File: config.mk
export PLATFORM = sky130hd
export DESIGN_NAME = radio_enable_sequencer_flat
export DESIGN_NICKNAME = d
export VERILOG_FILES = /design/src/rtl/radio_enable_sequencer_if.sv /design/src/rtl/radio_enable_sequencer.sv /design/src/flat_wrapper.sv
export SDC_FILE = /design/constraint.sdc
export NUM_CORES = 1
export LEC_CHECK = 0
export BUFFER_PORTS_ARGS = -buffer_cell sky130_fd_sc_hd__clkbuf_2
export CAP_MARGIN = 20
export CORE_ASPECT_RATIO = 1.2
export CORE_UTILIZATION = 38
export DETAILED_ROUTE_END_ITERATION = 12
export GPL_TIMING_DRIVEN = 0
export MAX_ROUTING_LAYER = met4
export SETUP_SLACK_MARGIN = 0.1
export SLEW_MARGIN = 0
export SYNTH_ARGS = -nofsm -noshare
export SYNTH_HDL_FRONTEND = slang
export SYNTH_SLANG_ARGS = --single-unit
File: constraint.sdc
create_clock -name clk -period 2.9 [get_ports clk]
set_clock_uncertainty 0.15 [all_clocks]
set_input_delay 0.435 -clock clk [delete_from_list [all_inputs] [get_ports clk]]
set_output_delay 0.435 -clock clk [all_outputs]
set_load 0.01 [all_outputs]
File: src/rtl/radio_enable_sequencer_if.sv
// Request/enable bundle between the SPI register bank, the PLL and the Stage2 enable block.
interface radio_enable_sequencer_if #(
  parameter int SIZE_SPISLAVE_T_ARSTFS = 8
);
  logic                              radioEnableReq;
  logic                              radioRxEnReq;
  logic                              pllSettled;
  logic [SIZE_SPISLAVE_T_ARSTFS-1:0] tArstFs;
  logic                              radioEnableSynced;
  logic                              radioRxEnSynced;
  logic                              busy;

  modport master (
    output radioEnableReq, radioRxEnReq, pllSettled, tArstFs,
    input  radioEnableSynced, radioRxEnSynced, busy
  );

  modport slave (
    input  radioEnableReq, radioRxEnReq, pllSettled, tArstFs,
    output radioEnableSynced, radioRxEnSynced, busy
  );
endinterface

File: src/rtl/radio_enable_sequencer.sv
// Timing Engine Stage1: synchronizes radio enable/RX requests and grants enable after PLL settle + tArstFs.
// Optional feature macro: TE_PLL_LOSS_ABORT_EN (PLL loss in DELAY/ACTIVE returns to WAIT_PLL).
module radio_enable_sequencer #(
  parameter int SIZE_SPISLAVE_T_ARSTFS = 8,
  parameter int SYNC_STAGES            = 2
) (
  input  logic                   clk,
  input  logic                   rstN,
  radio_enable_sequencer_if.slave bus
);

  typedef enum logic [1:0] {
    IDLE     = 2'b00,
    WAIT_PLL = 2'b01,
    DELAY    = 2'b10,
    ACTIVE   = 2'b11
  } state_e;

  localparam logic [SIZE_SPISLAVE_T_ARSTFS-1:0] CNT_ONE = SIZE_SPISLAVE_T_ARSTFS'(1);

  state_e                            state_q, state_d;
  logic [SIZE_SPISLAVE_T_ARSTFS-1:0] cnt_q, cnt_d;
  logic [SYNC_STAGES-1:0]            en_sync_q, rx_sync_q;
  logic                              en_sync_s, rx_sync_s, pll_lost_s;
  logic                              enable_q, rx_en_q, busy_q;

  assign en_sync_s = en_sync_q[SYNC_STAGES-1];
  assign rx_sync_s = rx_sync_q[SYNC_STAGES-1];

`ifdef TE_PLL_LOSS_ABORT_EN
  assign pll_lost_s = ~bus.pllSettled;
`else
  assign pll_lost_s = 1'b0;
`endif

  // Request synchronizer chains; the only logic touching the raw async inputs.
  always_ff @(posedge clk or negedge rstN) begin
    if (!rstN) begin
      en_sync_q <= '0;
      rx_sync_q <= '0;
    end else begin
      en_sync_q <= {en_sync_q[SYNC_STAGES-2:0], bus.radioEnableReq};
      rx_sync_q <= {rx_sync_q[SYNC_STAGES-2:0], bus.radioRxEnReq};
    end
  end

  // Next-state and delay-counter logic; a dropped request wins over everything else.
  always_comb begin
    state_d = state_q;
    cnt_d   = cnt_q;
    if (!en_sync_s) begin
      state_d = IDLE;
      cnt_d   = '0;
    end else begin
      case (state_q)
        IDLE: begin
          state_d = WAIT_PLL;
        end
        WAIT_PLL: begin
          if (!bus.pllSettled) begin
            state_d = WAIT_PLL;
          end else if (bus.tArstFs == '0) begin
            state_d = ACTIVE;
          end else begin
            state_d = DELAY;
            cnt_d   = bus.tArstFs;
          end
        end
        DELAY: begin
          if (pll_lost_s) begin
            state_d = WAIT_PLL;
            cnt_d   = '0;
          end else if (cnt_q == CNT_ONE) begin
            state_d = ACTIVE;
            cnt_d   = '0;
          end else begin
            cnt_d   = cnt_q - CNT_ONE;
          end
        end
        ACTIVE: begin
          if (pll_lost_s) begin
            state_d = WAIT_PLL;
          end else begin
            state_d = ACTIVE;
          end
        end
        default: begin
          state_d = IDLE;
          cnt_d   = '0;
        end
      endcase
    end
  end

  // State, counter and outputs; outputs are registered decodes of the next state.
  always_ff @(posedge clk or negedge rstN) begin
    if (!rstN) begin
      state_q  <= IDLE;
      cnt_q    <= '0;
      enable_q <= 1'b0;
      rx_en_q  <= 1'b0;
      busy_q   <= 1'b0;
    end else begin
      state_q  <= state_d;
      cnt_q    <= cnt_d;
      enable_q <= (state_d == ACTIVE);
      rx_en_q  <= (state_d == ACTIVE) & rx_sync_s;
      busy_q   <= (state_d == WAIT_PLL) | (state_d == DELAY);
    end
  end

  assign bus.radioEnableSynced = enable_q;
  assign bus.radioRxEnSynced   = rx_en_q;
  assign bus.busy              = busy_q;

endmodule

File: src/flat_wrapper.sv
// flat-port wrapper written by rule: the top's interface ports become plain ports
module radio_enable_sequencer_flat 
#(
  parameter int SIZE_SPISLAVE_T_ARSTFS = 8,
  parameter int SYNC_STAGES            = 2
)
  (clk, rstN, bus_radioEnableReq, bus_radioRxEnReq, bus_pllSettled, bus_tArstFs, bus_radioEnableSynced, bus_radioRxEnSynced, bus_busy);
  radio_enable_sequencer_if #(.SIZE_SPISLAVE_T_ARSTFS(SIZE_SPISLAVE_T_ARSTFS)) bus_i ();
  input  logic clk;
  input  logic rstN;
  input wire logic [$bits(bus_i.radioEnableReq)-1:0] bus_radioEnableReq;
  input wire logic [$bits(bus_i.radioRxEnReq)-1:0] bus_radioRxEnReq;
  input wire logic [$bits(bus_i.pllSettled)-1:0] bus_pllSettled;
  input wire logic [$bits(bus_i.tArstFs)-1:0] bus_tArstFs;
  output wire logic [$bits(bus_i.radioEnableSynced)-1:0] bus_radioEnableSynced;
  output wire logic [$bits(bus_i.radioRxEnSynced)-1:0] bus_radioRxEnSynced;
  output wire logic [$bits(bus_i.busy)-1:0] bus_busy;
  assign bus_i.radioEnableReq = bus_radioEnableReq;
  assign bus_i.radioRxEnReq = bus_radioRxEnReq;
  assign bus_i.pllSettled = bus_pllSettled;
  assign bus_i.tArstFs = bus_tArstFs;
  assign bus_radioEnableSynced = bus_i.radioEnableSynced;
  assign bus_radioRxEnSynced = bus_i.radioRxEnSynced;
  assign bus_busy = bus_i.busy;
  radio_enable_sequencer #(.SIZE_SPISLAVE_T_ARSTFS(SIZE_SPISLAVE_T_ARSTFS), .SYNC_STAGES(SYNC_STAGES)) u_core (.clk(clk), .rstN(rstN), .bus(bus_i));
endmodule
==> results of run 1 <==
-- how the worst min path moves through the flow --
stage	start	endpoint	slack [ps]	depth (start not counted)
5_1_grt	bus_radioEnableReq	u_core.en_sync_q[0]$_DFF_PN0_	70	1
4_1_cts	bus_radioRxEnReq	u_core.rx_sync_q[0]$_DFF_PN0_	80	1
2_1_floorplan	rstN	u_core.bus.busy$_DFF_PN0_	-10	0
3_3_place_gp	u_core.rx_sync_q[0]$_DFF_PN0_	u_core.rx_sync_q[1]$_DFF_PN0_	180	0
6_report	bus_radioRxEnReq	u_core.rx_sync_q[0]$_DFF_PN0_	80	1
3_5_place_dp	u_core.rx_sync_q[0]$_DFF_PN0_	u_core.rx_sync_q[1]$_DFF_PN0_	190	0
-- where the power goes --
part | switching [mW] | internal [mW]
clock | 0.0798 | 0.0514
combinational | 0.0977 | 0.0730
sequential | 0.0190 | 0.256
total | 0.196 | 0.380
-- layout by cell type (no fill, tap or decap), types with 2 or more instances in the layout --
master	Yosys	routed
a32o_1	4	4
ha_1	7	7
or4_1	2	2
a211oi_1	4	4
nor2_1	5	5
clkbuf_4	0	3
o22ai_1	6	6
dfrtp_1	17	17
a21oi_1	5	5
clkbuf_2	0	15
inv_1	12	12
nor3_1	5	5
o2111ai_1	2	2
o21ai_0	4	4
nor2b_1	2	2
nand2_1	3	3
and2_1	3	3
-- timing repair --
item | in CTS | in global routing
hold buffers | 1 | 0
gates resized for setup | 0 | 0
endpoints found under the hold margin | 17 | 0
-- layout make-up --
| type | count | area (um^2) |
|---|---|---|
| fillers | 261 | 1356 |
| plain buffers | 2 | 18.77 |
| clock inverters | 1 | 5.005 |
| flip-flops and latches | 17 | 425.4 |
| inverters | 12 | 45.04 |
| well taps | 33 | 41.29 |
| multi-input cells | 69 | 528.0 |
| repair buffers | 16 | 85.08 |
| clock buffers | 3 | 22.52 |
-- state kept, by name (all words and copies together) (netlist names) --
register / cells
u_core.cnt_q: 8
u_core.en_sync_q: 2
u_core.rx_sync_q: 2
u_core.state_q: 2
u_core.bus.busy: 1
u_core.bus.radioEnableSynced: 1
u_core.bus.radioRxEnSynced: 1
-- stage by stage --
stage	total power, mW	hold slack [ps]	instances	setup WS (ps)	utilization (%)
after global placement	0.4450	183.9	148	633.4	44.85
after global routing	0.6148	65.99	153	490.6	46.34
after detailed placement	0.4480	188.9	148	609.4	44.85
final	0.5764	83.65	153	617.7	46.34
after floorplan	0.3986	-10.59	100	793.3	-
after CTS	0.5799	80.09	153	590.7	46.34
-- cell families after synthesis --
kind of cell    synth area share [%]
simple gates                   14.88
compound gates                 28.42
fa+ha+maj                      8.610
buf+inv                        6.273
flops                          41.82
-- worst max-delay path, stage by stage, from the launching register on --
cell and delay [ps]:
dfrtp_1 420, inv_1 90, ha_1 210, or3b_2 550, o21ai_0 180, a22oi_1 100, a21oi_1 210, ha_1 200
and2_1 120
-- per-layer routing --
| layer | wire [um] | part of all wire (%) | up-vias | global-route usage, % |
|---|---|---|---|---|
| met3 | 94 | 4.1 | 7 | 2.584 |
| met2 | 1103 | 48 | 26 | 30.33 |
| li1 | - | - | 418 | - |
| met1 | 1017 | 44 | 425 | 23.53 |
| met4 | 72 | 3.1 | 0 | 10.50 |
| met5 | 0 | 0 | - | - |
==> out/metrics.yaml, run 1 <==
status:
  outcome: "complete, no violations"
clock_network:
  cts_tree: "done"
  cts_max_level: 1
  numCtsBuffers: 3
  clock_latency_ps: 300
  numClockSinks: 17
  post-cts-setup-buffer-count: 0
  clockRootBuffer: "clkbuf_4"
  clock_path_buffers: 2
  cts.clk_slew.worst_paths_ps: 100
setup_path:
  cp.arrival_ps: 2380
  setup.worst_path.end: "u_core.bus.radioRxEnSynced$_DFF_PN0_"
  ff2ff_path_depth: 8
  crit_start: "u_core.cnt_q[1]$_DFFE_PN0P_"
  worstReg2RegEnd: "u_core.bus.radioRxEnSynced$_DFF_PN0_"
  worstPathMaxFanout: 5
  start_kind: "register"
  r2r-start: "u_core.cnt_q[1]$_DFFE_PN0P_"
  cp-end-kind: "register"
  worstSetupPathType: "reg -> reg"
  regToRegSetupSlack_ps: 620
  required_ps: 3000
floorplanning:
  die_h_um: 58.68
  io_pins: 16
  die_area_mm2: 0.002889
  start_util_pct: 40.25
  die_w_um: 49.23
  placement_rows: 20
  core_mm2: 0.002527
grt:
  antenna_found_initial: 0
  grt_pass1_wl_mm: 4.036
  grt_pass1_vias: 898
  grtUsageTotal_pct: 19.11
  grt_overflow_total: 0
  grt_max_degree: 18
drt:
  drc: 0
  vias_per_cell: 5.725
  vias: 876
  drt-initial-drc-count: 28
  drt-wirelength-per-cell_um: 14.95
  first_pass_iters: 4
  ant_nets: 0
  totalWireLength_mm: 2.287
placed_design:
  gp_congestion: 0.9007
  post-dp-hpwl_mm: 1.687
  portBuffers: 15
  dpl_cell_area_mm2: 0.001134
synth:
  synthTopCellsByCount: "dfrtp_1 (17), inv_1 (12), ha_1 (7)"
  synth_cell_types: 34
  syn_inst: 100
  yosys_warnings: 0
  synth_edf_count: 0
  synth-seq-cells: 17
  synth.top_cells.by_area: "dfrtp_1 (42%), ha_1 (8.6%), inv_1 (4.4%), a32o_1 (3.9%), o22ai_1 (3.7%)"
  synth.avg_cell_area_um2: 10.17
  synth-main-ff-cell: "dfrtp_1"
  synth_seq_area_share_pct: 41.82
  yosysMostFrequentCell: "dfrtp_1"
  synth_top_area_cell: "dfrtp_1"
  synth_top_area_share_pct: 41.82
  synth_area_mm2: 0.001017
  syn_nets: 120
  ys_async_sr_fraction_pct: 100.0
timing:
  rsz0062_at_grt: "no"
  max_slew_margin_pct: 58.11
  worstMarginPinSlew_ps: 628.4
  final_max_slew_viol_count: 0
  min_period_ps: 2282
  setup_viol_count_final: 0
  fin_crit_sh_pct: 78.70
  hold_viol: 0
  max_freq_mhz: 438.2
  setup_tns_ps: 0
run:
  maxCapViolCount: 0
power_and_ir_drop:
  ir_drop_mv: 0.2645
  powerDensity_mw_per_mm2: 492.2
  p_leak_nw: 0.5415
cells_and_area:
  fin_area_mm2: 0.001171
  antennaDiodeCount: 0
  finish.net_count: 141
  area_delta_synth_final_pct: 15.13
  drive_gt1_share_pct: 23.33
worst_hold_path:
  min_path_type: "in -> reg"
Note: power is estimated with default switching activity, not from simulation.
==> run 2, diff against run 1 <==
ABC_AREA = 1   (was not set)
clock period = 2.1 ns   (was 2.9 ns; I/O delays follow)
==> out/metrics.yaml, run 2 <==
status:
  outcome: "complete, no violations"
run:
  maxCapViolCount: 0
synth:
  synth_top_area_share_pct: 43.09
  synth-main-ff-cell: "dfrtp_1"
  synthTopCellsByCount: "nand2_1 (53), dfrtp_1 (17), inv_1 (12), nor2_1 (12), nand3_1 (9)"
  synth_edf_count: 0
  synth.top_cells.by_area: "dfrtp_1 (43%), nand2_1 (20%), ha_1 (8.9%), nand3_1 (4.6%), inv_1 (4.6%)"
  syn_nets: 151
  synth_area_um2: 987.2
  synth_seq_area_share_pct: 43.09
  syn_inst: 131
  synth_cell_types: 20
  yosysMostFrequentCell: "nand2_1"
  synth.avg_cell_area_um2: 7.536
  synth-seq-cells: 17
  synth_top_area_cell: "dfrtp_1"
  yosys_warnings: 0
  ys_async_sr_fraction_pct: 100.0
clock_network:
  cts_tree: "done"
  cts_max_level: 1
  clock_latency_ps: 290
  clockRootBuffer: "clkbuf_4"
  cts.clk_slew.worst_paths_ps: 110
  post-cts-setup-buffer-count: 0
  clock_path_buffers: 2
  cts.repair.resized: 0
  numClockSinks: 17
  numCtsBuffers: 3
drt:
  drt-wirelength-per-cell_um: 11.33
  vias: 896
  drc: 0
  first_pass_iters: 4
  vias_per_cell: 4.870
  drt-initial-drc-count: 19
  ant_nets: 0
  totalWireLength_mm: 2.085
power_and_ir_drop:
  ir_drop_mv: 0.4926
  p_comb_share_pct: 25.6
  powerDensity_mw_per_mm2: 647.3
  sw_frac_of_total_pct: 33.56
  switchingPower_uw: 252.2
  clockPowerShare_pct: 24.5
  p_total_uw: 751.6
  p_seq_share_pct: 49.9
  internal_power_uw: 499.3
  p_leak_nw: 0.6299
placed_design:
  portBuffers: 15
  gp_congestion: 0.8257
  place_ws_ps: 386.2
  dp.cells: 177
  post-dp-hpwl_mm: 1.604
  dpl_cell_area_mm2: 0.001101
setup_path:
  cp-end-kind: "register"
  required_ps: 2140
  worstPathMaxFanout: 4
  worstSetupPathType: "reg -> reg"
  start_kind: "register"
  cp.arrival_ps: 1770
floorplanning:
  start_util_pct: 41.53
  core_mm2: 0.002377
  die_area_mm2: 0.002807
  placement_rows: 19
  io_pins: 16
  die_h_um: 57.84
  die_w_um: 48.53
timing:
  fin_ws_ps: 365.3
  hold_viol: 0
  fin_crit_sh_pct: 82.60
  max_freq_mhz: 576.5
  worstMarginPinSlew_ps: 442.2
  final_max_slew_viol_count: 0
  rsz0062_at_grt: "no"
  min_period_ps: 1735
  setup_tns_ps: 0
  max_slew_margin_pct: 70.52
  setup_viol_count_final: 0
grt:
  grt_overflow_total: 0
  grt_pass1_vias: 825
  grtUsageTotal_pct: 17.22
  grt_pass1_wl_mm: 3.498
  grt_max_degree: 18
  antenna_found_initial: 0
cells_and_area:
  drive_gt1_share_pct: 16.34
  final_common_cell: "nand2_1"
  fillCellCount: 251
  finish.net_count: 174
  stdcell_count: 184
  fin_area_mm2: 0.001161
  area_delta_synth_final_pct: 17.62
  largest_reg_flops: 8
  antennaDiodeCount: 0
  final_cell_mix: "nand2_1 (53), dfrtp_1 (17), clkbuf_2 (15)"
  top_register: "u_core.cnt_q"
worst_hold_path:
  min_path_type: "in -> reg"
-- run 2: kinds of logic after synthesis --
family	Yosys count	share of synthesized area (%)
AO/OA/AOI/OAI	9	5.323
adder cells (fa/ha/maj)	7	8.872
XOR/XNOR	2	1.775
buffers and inverters	13	4.942
AND/OR/NAND/NOR	83	35.99
flip-flops	17	43.09
-- run 2: routing by layer --
metal | GRT usage [%] | part of all wire [%] | up-vias
li1 | - | - | 453
met1 | 17.59 | 43 | 421
met2 | 31.99 | 52 | 16
met3 | 3.150 | 2.7 | 6
met4 | 7.983 | 2.4 | 0
met5 | - | 0 | -
-- run 2: metrics by stage --
stage / hold slack [ps] / utilization [%]
finish: 162.8 / 48.84
global route: 169.4 / 48.84
CTS: 162.3 / 48.84
detailed placement: 129.6 / 46.32
global placement: 123.4 / 46.32
floorplan: -130.6 / -
-- run 2: final timing paths --
path	to	startpoint	slack, ps	depth (start not counted)
min in group asynchronous	u_core.state_q[1]$_DFF_PN0_	rstN	330	2
setup / recovery	u_core.bus.busy$_DFF_PN0_	u_core.state_q[0]$_DFF_PN0_	370	5
max in group asynchronous	u_core.cnt_q[3]$_DFFE_PN0P_	rstN	1160	2
hold reg to reg	u_core.en_sync_q[1]$_DFF_PN0_	u_core.en_sync_q[0]$_DFF_PN0_	210	0
setup reg to reg	u_core.bus.busy$_DFF_PN0_	u_core.state_q[0]$_DFF_PN0_	370	5
hold / removal	u_core.state_q[1]$_DFF_PN0_	bus_pllSettled	160	3
-- run 2: power by group through the flow --
stage | Clock, mW | Sequential, mW | Combinational (mW)
after global placement | 0 | 0.380 | 0.182
after global routing | 0.205 | 0.380 | 0.222
after CTS | 0.190 | 0.375 | 0.193
after floorplan | 0 | 0.377 | 0.133
final | 0.184 | 0.375 | 0.192
after detailed placement | 0 | 0.381 | 0.187
-- run 2: cell type report --
| class | count | area (um^2) | area share, % |
|---|---|---|---|
| Clock inverter | 1 | 7.507 | 0.6466 |
| Multi-Input combinational cell | 101 | 513.0 | 44.18 |
| Sequential cell | 17 | 425.4 | 36.64 |
| Inverter | 13 | 48.80 | 4.203 |
| Clock buffer | 3 | 22.52 | 1.940 |
| Tap cell | 31 | 38.79 | 3.341 |
| Timing Repair Buffer | 18 | 105.1 | 9.052 |
-- run 2: timing repair --
item | CTS | global route
hold endpoints to repair | 19 | 0
hold buffers | 3 | 0
endpoints found under the setup margin | 0 | 0
-- run 2: critical path, stage by stage (launching register included) --
cell and delay, ps:
dfrtp_1 430, inv_1 100, ha_1 250, nor2_1 70, a211oi_1 330, ha_1 300
